--- src/rtl/lif_core_scheduler.sv ---
`default_nettype none
// ============================================================================
// Module   : lif_core_scheduler
// Purpose  : Time-multiplexes one 8-bit leaky-integrate-fire update datapath
//            across N_NEURONS neurons. Each accepted tick snapshots the input
//            currents and the pending threshold, then sweeps neurons 0..N-1,
//            one per clock, reporting spikes as they happen and as a vector
//            once the sweep completes.
// Ports    : clk, rst_n (sync, active-low)
//            i_tick                      start one sweep (ignored while busy)
//            i_cur_wr_en/addr/data       pending input-current write
//            i_thr_wr_en/data            pending global-threshold write
//            i_rd_addr -> o_rd_state     combinational membrane-state read
//            o_busy, o_done              sweep in progress / sweep finished
//            o_spike_valid, o_spike_id   per-neuron fire pulse
//            o_spike_vec                 fire mask of the last finished sweep
//            o_overrun                   tick dropped because a sweep was running
// Revision : 1.0  initial release
// ============================================================================
module lif_core_scheduler #(
  parameter int          N_NEURONS  = 4,
  parameter logic [7:0]  THRESH_RST = 8'd230,
  localparam int         ID_W       = $clog2(N_NEURONS)
) (
  input  logic                 clk,
  input  logic                 rst_n,
  input  logic                 i_tick,
  input  logic                 i_cur_wr_en,
  input  logic [ID_W-1:0]      i_cur_wr_addr,
  input  logic [7:0]           i_cur_wr_data,
  input  logic                 i_thr_wr_en,
  input  logic [7:0]           i_thr_wr_data,
  input  logic [ID_W-1:0]      i_rd_addr,
  output logic [7:0]           o_rd_state,
  output logic                 o_busy,
  output logic                 o_done,
  output logic                 o_spike_valid,
  output logic [ID_W-1:0]      o_spike_id,
  output logic [N_NEURONS-1:0] o_spike_vec,
  output logic                 o_overrun
);

  localparam logic [ID_W-1:0] c_LAST_IDX = ID_W'(N_NEURONS - 1);

  typedef enum logic [0:0] {
    S_IDLE  = 1'b0,
    S_SWEEP = 1'b1
  } state_t;

  state_t r_fsm;
  state_t w_fsm_next;

  logic [7:0]           r_state    [N_NEURONS];
  logic [7:0]           r_cur_pend [N_NEURONS];
  logic [7:0]           r_cur_act  [N_NEURONS];
  logic [7:0]           r_thr_pend;
  logic [7:0]           r_thr_act;
  logic [ID_W-1:0]      r_idx;
  logic [N_NEURONS-1:0] r_acc;
  logic                 r_done;
  logic                 r_spike_valid;
  logic [ID_W-1:0]      r_spike_id;
  logic [N_NEURONS-1:0] r_spike_vec;
  logic                 r_overrun;

  logic                 w_accept;
  logic                 w_drop;
  logic                 w_update;
  logic                 w_last;
  logic [7:0]           w_s;
  logic                 w_fire;
  logic [7:0]           w_sum;
  logic [N_NEURONS-1:0] w_fire_vec;

  // FSM state register
  always_ff @(posedge clk) begin
    if (!rst_n) r_fsm <= S_IDLE;
    else        r_fsm <= w_fsm_next;
  end

  // Next state and sweep control
  always_comb begin
    w_fsm_next = r_fsm;
    w_accept   = 1'b0;
    w_drop     = 1'b0;
    w_update   = 1'b0;
    w_last     = 1'b0;
    case (r_fsm)
      S_IDLE: begin
        if (i_tick) begin
          w_accept   = 1'b1;
          w_fsm_next = S_SWEEP;
        end
      end
      S_SWEEP: begin
        w_update = 1'b1;
        w_drop   = i_tick;
        if (r_idx == c_LAST_IDX) begin
          w_last     = 1'b1;
          w_fsm_next = S_IDLE;
        end
      end
      default: w_fsm_next = S_IDLE;
    endcase
  end

  // Shared LIF datapath: leak is s*(1/2+1/4+1/8), all sums wrap mod 256
  always_comb begin
    w_s        = r_state[r_idx];
    w_fire     = (w_s >= r_thr_act);
    w_sum      = r_cur_act[r_idx] + (w_s >> 1) + (w_s >> 2) + (w_s >> 3);
    w_fire_vec = r_acc;
    w_fire_vec[r_idx] = w_fire;
  end

  always_ff @(posedge clk) begin
    if (!rst_n) begin
      for (int i = 0; i < N_NEURONS; i++) begin
        r_state[i]    <= 8'd0;
        r_cur_pend[i] <= 8'd0;
        r_cur_act[i]  <= 8'd0;
      end
      r_thr_pend    <= THRESH_RST;
      r_thr_act     <= THRESH_RST;
      r_idx         <= '0;
      r_acc         <= '0;
      r_done        <= 1'b0;
      r_spike_valid <= 1'b0;
      r_spike_id    <= '0;
      r_spike_vec   <= '0;
      r_overrun     <= 1'b0;
    end else begin
      r_done        <= 1'b0;
      r_spike_valid <= 1'b0;
      r_overrun     <= w_drop;

      // Pending copies are written unconditionally; the snapshot below reads
      // their pre-edge values, so a same-cycle write lands in the next sweep.
      if (i_cur_wr_en && (int'(i_cur_wr_addr) < N_NEURONS))
        r_cur_pend[i_cur_wr_addr] <= i_cur_wr_data;
      if (i_thr_wr_en)
        r_thr_pend <= i_thr_wr_data;

      if (w_accept) begin
        r_cur_act <= r_cur_pend;
        r_thr_act <= r_thr_pend;
        r_idx     <= '0;
        r_acc     <= '0;
      end

      if (w_update) begin
        r_state[r_idx] <= w_fire ? 8'd0 : w_sum;
        r_spike_valid  <= w_fire;
        r_spike_id     <= r_idx;
        r_acc          <= w_fire_vec;
        r_idx          <= w_last ? '0 : r_idx + ID_W'(1);
        if (w_last) begin
          r_done      <= 1'b1;
          r_spike_vec <= w_fire_vec;
        end
      end
    end
  end

  assign o_rd_state    = (int'(i_rd_addr) < N_NEURONS) ? r_state[i_rd_addr] : 8'd0;
  assign o_busy        = (r_fsm == S_SWEEP);
  assign o_done        = r_done;
  assign o_spike_valid = r_spike_valid;
  assign o_spike_id    = r_spike_id;
  assign o_spike_vec   = r_spike_vec;
  assign o_overrun     = r_overrun;

endmodule
`default_nettype wire

--- config.mk ---
export PLATFORM = sky130hd
export DESIGN_NAME = lif_core_scheduler
export DESIGN_NICKNAME = d
export VERILOG_FILES = /design/src/rtl/lif_core_scheduler.sv
export SDC_FILE = /design/constraint.sdc
export NUM_CORES = 1
export LEC_CHECK = 0
export ABC_CLOCK_PERIOD_IN_PS = 8050
export CORE_MARGIN = 2
export CORE_UTILIZATION = 40
export CTS_CLUSTER_DIAMETER = 200
export DETAILED_ROUTE_END_ITERATION = 10
export GPL_ROUTABILITY_DRIVEN = 0
export PLACE_DENSITY_LB_ADDON = 0.3
export REMOVE_ABC_BUFFERS = 1
export SLEW_MARGIN = 25
export SYNTH_ARGS = -nofsm -noshare
export SYNTH_HDL_FRONTEND = slang
export SYNTH_SLANG_ARGS = --single-unit
--- constraint.sdc ---
create_clock -name clk -period 8.05 [get_ports clk]
set_clock_uncertainty 0.15 [all_clocks]
set_input_delay 1.61 -clock clk [delete_from_list [all_inputs] [get_ports clk]]
set_output_delay 1.61 -clock clk [all_outputs]
set_load 0.1 [all_outputs]
==> impl_summary.md, run 1 <==
Worst setup path
For this design, the slowest cell found on the critical path is sky130_fd_sc_hd__clkdlybuf4s50_1. The cell repeated most along the worst path is sky130_fd_sc_hd__clkdlybuf4s50_1. The type of element capturing the critical path is a primary output. In this run the critical register-to-register path is captured at r_state[1][6]. The critical path goes through clkdlybuf4s50_1 > mux4_2 > clkdlybuf4s50_1.

The highest net fanout along the worst path is 8. The class of the most critical setup path is in -> out. For flop-to-flop paths, the worst setup slack is about 3400 ps. For the worst flop-to-flop path, the logic depth is 11. The worst setup path is launched from an input port.

In this design, the stage delay of the slowest critical-path cell is 980 ps. On the critical path the largest part of the delay comes from buffers and inverters. At the worst endpoint, the required time is 6290 ps.

Data arrives at the worst endpoint at 4000 ps. The total buffers and inverters traversed by the critical path is 2.

Worst hold path
The worst hold path depth is 2. The class of the tightest hold or removal check is reg -> reg. The startpoint identified for the worst hold timing path is r_cur_act[17].

The destination of the worst hold path is r_cur_act[17].

Power and ir drop
The power density over the cells is 243 mW/mm^2. The total power consumption of the routed design is 1.78 mW. The worst-case vdd ir drop is around 170 uV. The leakage power figure is around 2.9 nW.

Finish
The net count of the finished layout is just under 700. The area growth from synthesis to final layout is 17.6%. In the final layout, the share of cells above drive strength 1 is 0.112. After filler insertion, the fill cell instance count of the layout stands at roughly 1400. The repair_antennas step left the layout with diodes totalling 0. Leaving out fill and tap cells, the most frequent cells in the layout are 97 x sky130_fd_sc_hd__dfxtp_1, 87 x sky130_fd_sc_hd__nand2_1, 42 x sky130_fd_sc_hd__inv_1. The leading cell type in the layout, fill and taps excluded is sky130_fd_sc_hd__dfxtp_1.

Floorplanning
The die area is approximately 0.017 mm^2. The floorplan has 45 rows. For this configuration, the core starts out at a cell density of 0.410. The vertical die dimension is 129 um.

After floorplanning, the core was sized to cover between 0.015 and 0.02 mm^2. Pin placement for this block handled 43 I/O pins. The floorplan step set the die width to around 130 um.

STA
Final hold analysis gives a worst-case slack of 301 ps. Measured against its own limit, the worst slew margin works out to 0.347. The final worst-path cycle share is 0.716. The accumulated negative setup slack is 0 ps. The final-report max-slew violation count is 0. Setup repair after global routing left no endpoint under its margin. The post-layout minimum cycle time is roughly 5800 ps.

The highest achievable clock rate is approximately 0.17 GHz. Setup violations remaining at the end of the flow were counted as 0. The hold violation total from the final report is 0. The slew at the pin closest to its max-slew limit is about 980 ps.

Route
The number of search-and-repair iterations in the first detailed-routing pass is 4. Wires add up to between 10 and 15 mm. The number of vias per cell after detailed routing is approximately 5.2. The iteration-0 DRC count of the detailed router is 232.

Dividing the detail-routed wire length by the instance count gives around 16 um. The remaining routing DRC violations is 0. The remaining number of nets flagged by the antenna check after routing is 0. Across all layers, the routed design uses between 4000 and 5000 vias.

GRT
The overflow left after global routing is 0. The via count of the first global-routing pass was roughly 4300. The overall track demand over capacity in global routing is 0.167.

The initial antenna violation count is 0. The first global-routing pass estimated 21.3 mm of wire. The maximum number of pins on one net before global-route repair is 97.

Yosys
By area the synthesized netlist is led by sky130_fd_sc_hd__dfxtp_1 31%, sky130_fd_sc_hd__edfxtp_1 15%, sky130_fd_sc_hd__mux4_2 8.3%, sky130_fd_sc_hd__mux2i_1 6.6%, sky130_fd_sc_hd__nand2_1 5.2%. The number of synthesis warnings is 0. A synthesized cell averages between 10 and 15 um^2. In this run, synthesis produced a sequential element count of between 100 and 150. After technology mapping, the gate count stands at roughly 580. The count of flip-flops with a built-in enable after synthesis is 32. The cell area after synthesis is just over 0.006 mm^2. The count of different cell masters after synthesis is 50. For this run, the register share of the synthesized area comes to 0.466. The most used flip-flop cell after synthesis is sky130_fd_sc_hd__dfxtp_1. The share of synthesized area in the top cell type comes to 0.311. The proportion of register bits with asynchronous set or reset after synthesis is 0. The synthesized design spends more area on one cell type than any other, namely sky130_fd_sc_hd__dfxtp_1.

CTS
The post-CTS clock slew at the launch and capture registers of the worst setup and hold paths is around 50 ps. Once the clock tree was built, the resizer swapped 0 gates to a different size. The clock passes through at most 2 buffers.

The number of buffers inserted during clock tree synthesis is 17. The clock network latency to the later pin of the worst-skew pair is 420 ps. The clock net in this run drives a total of 129 sinks. The count of hold-fix buffers inserted at cts is 0. The post-CTS setup buffer count is 0. The cell at the root of the clock tree is sky130_fd_sc_hd__clkbuf_16. The H-tree was split into 4 levels. The clock tree from TritonCTS is built.

Status
The flow ran to the end, and the final reports show no timing, DRC or antenna violations.

Placed design
The port buffer count is 42. The half-perimeter wire length of the detailed placement result is around 8.9 mm.

Job
Across the run, the number of max-cap violations was 0.
## worst register-to-register path: cells and delay by family (launching register included)
| family | cells | cell delay [ps] |
|---|---|---|
| fa+ha+maj | 3 | 1360 |
| simple gates | 2 | 210 |
| buf+inv | 2 | 240 |
| compound gates | 3 | 1060 |
| flops | 1 | 670 |
| mux | 1 | 650 |
## metrics by stage
step,instances,setup slack (ps),instance area (um^2),utilization
6_report,814,2290,7330,0.482
5_1_grt,814,2190,7330,0.482
4_1_cts,814,2250,7330,0.482
3_5_place_dp,784,2270,6820,0.448
3_3_place_gp,784,2290,6820,0.448
2_1_floorplan,546,3930,6100,-
## area by class of cell
class,instances,area [um^2],area share
Tap cell,188,235,0.0321
Clock buffer,24,482,0.0657
Timing Repair Buffer,50,475,0.0648
Clock inverter,6,33.8,0.00461
Inverter,42,158,0.0215
Sequential cell,129,2900,0.396
Multi-Input combinational cell,375,3050,0.415
## where the power goes
group          total, mW  switching, mW  internal (mW)  leakage, nW
Sequential         0.717         0.0191          0.698         1.12
Combinational      0.395          0.247          0.148         1.53
Clock              0.672          0.261          0.411        0.259
Total               1.78          0.527           1.26         2.91
## cell usage after synthesis, types with 9 or more instances
library cell,number
sky130_fd_sc_hd__edfxtp_1,32
sky130_fd_sc_hd__ha_1,22
sky130_fd_sc_hd__nand2_1,87
sky130_fd_sc_hd__inv_1,42
sky130_fd_sc_hd__mux2i_1,41
sky130_fd_sc_hd__clkbuf_1,16
sky130_fd_sc_hd__nor2b_1,42
sky130_fd_sc_hd__fa_1,11
sky130_fd_sc_hd__mux4_2,23
sky130_fd_sc_hd__a21boi_1,36
sky130_fd_sc_hd__dfxtp_1,97
sky130_fd_sc_hd__nor2_1,35
sky130_fd_sc_hd__nor3_1,9
sky130_fd_sc_hd__buf_2,11
## state kept, by name, summed over array words and instances (netlist names), named ones only
register       cells
o_spike_id         2
r_cur_act         32
o_spike_valid      1
o_busy             1
o_done             1
r_thr_pend         8
r_idx              2
r_thr_act          8
r_state           32
r_acc              3
o_spike_vec        4
r_cur_pend        32
o_overrun          1
## cell families (layout without fill, tap and decap cells)
| family | after synthesis | after routing | synth area share |
|---|---|---|---|
| xor+xnor | 4 | 4 | 0.00803 |
| flops | 129 | 129 | 0.466 |
| compound gates | 80 | 80 | 0.101 |
| mux | 65 | 65 | 0.153 |
| fa+ha+maj | 33 | 33 | 0.0795 |
| buf+inv | 73 | 122 | 0.0462 |
| simple gates | 193 | 193 | 0.147 |
## worst max path at each step
stage,startpoint,end,slack [ps],cells past startpoint
finish,i_rd_addr[0],o_rd_state[5],2290,3
global placement,i_rd_addr[0],o_rd_state[5],2290,3
global route,i_rd_addr[0],o_rd_state[5],2190,3
floorplan,i_rd_addr[0],o_rd_state[0],3930,1
CTS,i_rd_addr[0],o_rd_state[5],2250,3
detailed placement,i_rd_addr[0],o_rd_state[5],2270,3
## routing by layer
metal,track usage,up-vias,wire length (um),share of wire
met5,0,-,0,0
met4,0.0723,0,250,0.019
met3,0.0337,20,602,0.046
met2,0.279,107,6220,0.48
met1,0.212,2007,5920,0.46
li1,-,2069,-,-
Power figures use the tool's default switching activity.
==> run 2: changes to the inputs <==
- ABC_CLOCK_PERIOD_IN_PS: 8050 -> 5100
- clock period: 8.05 -> 5.1 ns (I/O delays scaled with it)
==> impl_summary.md, run 2 (synthesis gave the netlist of run 1 again) <==
Job
Across the run, the number of max-cap violations was 0.

Route
The detailed-route wire length per cell is roughly 16 um. In the routed design, unresolved DRC markers number 0. The remaining number of nets flagged by the antenna check after routing is 0. The number of search-and-repair iterations in the first detailed-routing pass is 4. The iteration-0 DRC count of the detailed router is ~250.

In the routed layout, each cell is associated on average with a via count of slightly above 5. The vias after detailed routing is 4192. The total routed wirelength is around 13 mm.

Floorplanning
The x dimension of the die is between 100 and 150 um. After floorplanning, the core was divided into 45 placement rows. The starting density of the core is 0.410.

From bottom edge to top edge, the die measures between 100 and 150 um. The core region is ~0.015 mm^2. The floorplan step defined a die boundary enclosing around 0.017 mm^2. During I/O placement, the number of pins put on the boundary was 43.

Worst setup path
STA puts the critical path data arrival time at about 4400 ps. The class of the most critical setup path is reg -> reg. The highest net fanout along the worst path is 8.

STA classifies the critical path startpoint as a flip-flop. Counting cells, the worst reg-to-reg path comes to 13. The worst endpoint required time is 5080 ps.

The cell with the largest stage delay on the worst path is sky130_fd_sc_hd__dfxtp_1. The worst register-to-register path ends at r_state[3][7]. Traced cell by cell, the critical path runs through mux4_2 > inv_1 > fa_1 > fa_1 > inv_1 > ha_1 > inv_1 > fa_1 > nor2b_1 > o31a_1 > o21ai_4 > a21oi_1 > nor3_1. The worst stage delay on the critical path is about 660 ps. In this run the register-to-register setup slack is roughly 700 ps. The type of element capturing the critical path is a flip-flop.

Power and ir drop
The part of the power in registers is 0.386. The leakage power figure is 2.95 nW. Of the total power, the share spent switching nets is 0.297. The net switching power is around 0.87 mW. The worst-case vdd ir drop is roughly 250 uV. The clock share of power is 0.402. Cell internal power was estimated by the tool at 2.06 mW. The combinational fraction of design power is 0.213.

In this run the power density over the cells is a little under 400 mW/mm^2.

CTS
The count of hold-fix buffers inserted at cts is 0. CTS built an H-tree with a depth of 4. After clock tree synthesis, the setup repair step added 0 buffers.

The cell at the root of the clock tree is sky130_fd_sc_hd__clkbuf_16. The clock network latency to the later pin of the worst-skew pair is roughly 420 ps. Counting along the longest clock path gives a buffer depth of 2. The clock drives roughly 130 sinks. The clock tree from TritonCTS is built. Clock tree synthesis inserted a total of 17 buffers.

The post-CTS clock slew at the launch and capture registers of the worst setup and hold paths is 60 ps. The number of gates resized after CTS was 0.

STA
The relative max-transition margin is 0.353. Setup repair after global routing left no endpoint under its margin. The final worst-path cycle share is 0.864.

The post-layout minimum cycle time is between 4000 and 5000 ps. The highest achievable clock rate is between 0.2 and 0.25 GHz. In the final timing run, aggregate negative setup slack is 0 ps. The number of setup violations in the final report is 0. The setup slack after layout is between 600 and 700 ps.

The hold violation total from the final report is 0. The final-report max-slew violation count is 0. The slew at the pin closest to its max-slew limit is 967 ps.

Placed design
The half-perimeter wire length of the detailed placement result is a little under 9 mm. The worst setup slack before clock tree synthesis is a little under 700 ps. During placement, the flow inserted port buffers numbering 42.

Worst hold path
Counting instances, the worst hold path has a depth of 2. The destination of the worst hold path is o_spike_vec[3]. The class of the tightest hold or removal check is reg -> reg. The startpoint identified for the worst hold timing path is o_spike_vec[3].

Finish
The net count reported at finish is between 600 and 700. The share of final-layout standard cells stronger than drive strength 1 is 0.129. Compared with the post-synthesis result, the final layout area differs by 18.3%. Leaving out fill and tap cells, the most frequent cells in the layout are 97 x sky130_fd_sc_hd__dfxtp_1, 87 x sky130_fd_sc_hd__nand2_1, 42 x sky130_fd_sc_hd__inv_1. The number of antenna diodes in the final layout is 0.

The largest registers in the layout are r_cur_act x32, r_cur_pend x32, r_state x32. The library cell used most frequently in the layout, excluding fill and tap cells, is sky130_fd_sc_hd__dfxtp_1.

GRT
The via count of the first global-routing pass was ~4400. The overflow left after global routing is 0. The maximum number of pins on one net before global-route repair is between 80 and 90. The initial antenna violation count was 0. The overall track demand over capacity in global routing is 0.168.

The wire length of the first global-routing pass is 21.5 mm.

Status
The run finished with clean final reports.
-- run 2: changes by cell type in the layout (fill, tap and decap cells not counted), moves of 2 or more --
cell                              previous run  this run
sky130_fd_sc_hd__clkbuf_1                    4         2
sky130_fd_sc_hd__clkinv_4                    1         3
sky130_fd_sc_hd__clkbuf_16                  17        19
sky130_fd_sc_hd__clkdlybuf4s50_1            41        33
sky130_fd_sc_hd__clkinv_2                    5         1
sky130_fd_sc_hd__buf_4                       8        16
sky130_fd_sc_hd__clkinvlp_4                  0         2
sky130_fd_sc_hd__clkbuf_8                    3         0
sky130_fd_sc_hd__inv_4                       0         2
-- run 2: power by group through the flow --
stage	combinational [mW]	sequential [mW]	clock, mW
global route	0.690	1.14	1.24
detailed placement	0.621	1.15	0
finish	0.623	1.13	1.18
floorplan	0.443	1.15	0
global placement	0.604	1.15	0
CTS	0.625	1.13	1.19
-- run 2: worst max path at each step --
stage / slack [ps] / startpoint / to
after floorplan: 1060 / flip-flop / r_state[0][6]
after global placement: 760 / flip-flop / r_state[1][6]
after detailed placement: 670 / flip-flop / r_state[0][6]
after CTS: 650 / flip-flop / r_state[3][7]
after global routing: 350 / flip-flop / r_state[1][7]
final: 690 / flip-flop / r_state[3][7]
-- run 2: final cells by class --
type,instances,area [um^2]
inverters,42,158
fillers,1402,7820
repair buffers,50,455
clock inverters,10,97.6
flip-flops and latches,129,2900
multi-input cells,375,3050
clock buffers,21,483
well taps,188,235
-- run 2: critical path, delay by kind of cell, from the launching register on --
kind                     cells  cell delay [ps]
AND/OR/NAND/NOR              2              280
flip-flops                   1              660
buffers and inverters        3              270
AO/OA/AOI/OAI                3              600
adder cells (fa/ha/maj)      4             1510
multiplexers                 1              630
-- run 2: per-layer routing --
metal	share of wire	vias to the layer above	GRT usage
met5	0	-	0
met4	0.012	0	0.0460
met3	0.044	14	0.0524
met2	0.48	77	0.272
met1	0.46	2033	0.220
li1	-	2068	-
-- run 2: per-stage QoR --
step	power, mW	hold WS (ps)	instances	util	area [um^2]
global route	3.07	315	815	0.485	7380
CTS	2.95	303	815	0.485	7380
floorplan	1.60	280	546	-	6100
global placement	1.76	291	784	0.447	6800
detailed placement	1.77	296	784	0.447	6800
finish	2.93	301	815	0.485	7380
==> run 3: changes to the inputs <==
- HOLD_SLACK_MARGIN: default -> 0.06
- PLACE_DENSITY_LB_ADDON: 0.3 -> default
==> impl_summary.md, run 3 (synthesis gave the netlist of run 1 again) <==
Worst setup path
The worst setup path is of the reg -> reg kind. The count of cells along the worst register-to-register path is 11. The type of element capturing the critical path is a flip-flop. The arrival time at the worst endpoint is ~4400 ps.

Walking the worst path, the cells encountered are mux4_2 > inv_1 > fa_1 > fa_1 > inv_1 > ha_1 > a21o_1 > a21oi_1 > nor2_1 > a311oi_1 > nor2_1. The number of buffers and inverters on the critical path is 2. The kind of cell with the highest combined delay along the critical path is adder cells. The critical path startpoint category is a flip-flop. The worst stage delay on the critical path is ~670 ps. On the critical path, the stage with the largest delay is an instance of sky130_fd_sc_hd__dfxtp_1. Along the worst path, the maximum fanout reaches 8. Data on the critical path is required at its endpoint by 5100 ps.

The critical path runs through a total of 11 cells.

Floorplanning
The vertical die dimension is 129 um. For this design the top-level I/O count stands at 43. The floorplan step defined a die boundary enclosing 0.0166 mm^2. The total number of placement rows is 45. The x dimension of the die is 129 um. The core box area is around 0.015 mm^2. The starting density of the core is 0.410.

Placed design
The port buffer count is between 40 and 50. The worst setup slack before clock tree synthesis is 657 ps. The wire-length estimate of the detail-placed layout is between 9 and 10 mm.

Route
The routed layout has ~4200 vias. Once detail routing completed, the nets flagged for antenna violations numbered 0. In this run, the number of DRC markers left after iteration 0 of detailed routing was roughly 290. Dividing the detail-routed wire length by the instance count gives between 15 and 20 um. After detailed routing, the number of remaining DRC violations is 0. In the routed layout, each cell is associated on average with a via count of 5.19.

The first TritonRoute pass finished after 4 iterations. The total routed wirelength is 13.3 mm.

Finish
The share of final-layout standard cells stronger than drive strength 1 is 0.128. The utilization after layout is 0.487. The net count reported at finish is roughly 670. The largest registers in the layout are r_cur_act x32, r_cur_pend x32, r_state x32.

0 antenna diodes ended up in the layout. Leaving out fill and tap cells, the most frequent cell in the layout is sky130_fd_sc_hd__dfxtp_1. In the layout the commonest cells are 97 x sky130_fd_sc_hd__dfxtp_1, 87 x sky130_fd_sc_hd__nand2_1, 42 x sky130_fd_sc_hd__inv_1. Relative to the synthesized area, the layout overhead comes to 18.7%.

STA
Once routing completed, OpenROAD measured the worst setup slack at 663 ps. The clock period could shrink to 4440 ps. The final-report max-slew violation count came to 0.

The final worst-path cycle share is 0.870. Setup repair after global routing left no endpoint under its margin. The relative max-transition margin is 0.342. The hold violation total from the final report is 0. For the pin with the worst max-slew slack, the measured transition is between 900 and 1000 ps. Setup violations remaining at the end of the flow were counted as 0. For this run, the top clock speed supported by timing is approximately 0.23 GHz. After routing, the total negative slack on setup checks comes to 0 ps.

CTS
The number of gates resized after CTS was 0. Clock-pin slew was measured on the worst setup and hold paths at 60 ps. The post-CTS setup buffer count is 0.

The clock tree from TritonCTS is built. The cell at the root of the clock tree is sky130_fd_sc_hd__clkbuf_16. Buffers inserted during clock tree synthesis total 17.

The maximum clock insertion buffer count is 2. In this run, post-CTS hold repair placed 0 buffers. The clock network latency to the later pin of the worst-skew pair is ~420 ps.

For this design, the sink count on the clock tree is approximately 130. The clock tree synthesis step divided the H-tree into 4 levels.

Power and ir drop
In this run the power density over the cells is between 400 and 500 mW/mm^2. Power comes to just under 3 mW. In this run the static leakage power is between 2 and 3 nW. IR analysis of the VDD net gives a maximum drop of between 200 and 250 uV.

Worst hold path
The worst hold path depth is 2. The class of the tightest hold or removal check is reg -> reg.

GRT
For this run, the total global-route usage over all layers was measured as 0.173. The via count of the first global-routing pass is 4409. After global routing the overflow that remains totals 0. The first global-routing pass estimated 21.9 mm of wire. The initial antenna violation count is 0. The maximum number of pins on one net before global-route repair is 96.

Job
The max-capacitance violation count is 0.

Status
The flow ran to the end, and the final reports show no timing, DRC or antenna violations.
-- run 3: path summary, 6_finish.rpt --
check | start | endpoint | slack (ps)
worst max-delay path | flip-flop | r_state[1][6] | 660
worst max register to register | flip-flop | r_state[1][6] | 660
worst min-delay path | r_cur_act[1] | r_cur_act[1] | 300
worst min register to register | r_cur_act[1] | r_cur_act[1] | 300
-- run 3: power breakdown --
part | switching (mW) | leakage [nW] | internal [mW]
clock network | 0.439 | 0.295 | 0.798
registers | 0.0327 | 1.12 | 1.10
logic | 0.381 | 1.54 | 0.230
total | 0.853 | 2.95 | 2.13
-- run 3: per-layer routing --
metal  global-route usage  part of all wire  vias up
met1                0.222              0.46     2045
li1                     -                 -     2071
met3               0.0395             0.041       23
met4               0.0793             0.024        0
met2                0.281              0.47       89
met5                    0                 0        -
-- run 3: final cells by class --
cell class | count | area, um^2
fillers | 1421 | 7800
multi-input cells | 375 | 3050
flip-flops and latches | 129 | 2900
clock buffers | 23 | 510
repair buffers | 49 | 448
well taps | 188 | 235
inverters | 42 | 158
clock inverters | 8 | 98.8
-- run 3: metrics by stage --
stage	hold slack, ps	cell area [um^2]	cells
after floorplan	280	6100	546
after global placement	291	6790	783
after detailed placement	295	6790	783
after CTS	303	7400	814
after global routing	319	7400	814
final	300	7400	814
-- run 3: worst min-delay path, delay by kind of cell, from the launching register on --
family	cells	cell delay, ps
flops	1	300
compound gates	1	50
simple gates	1	50
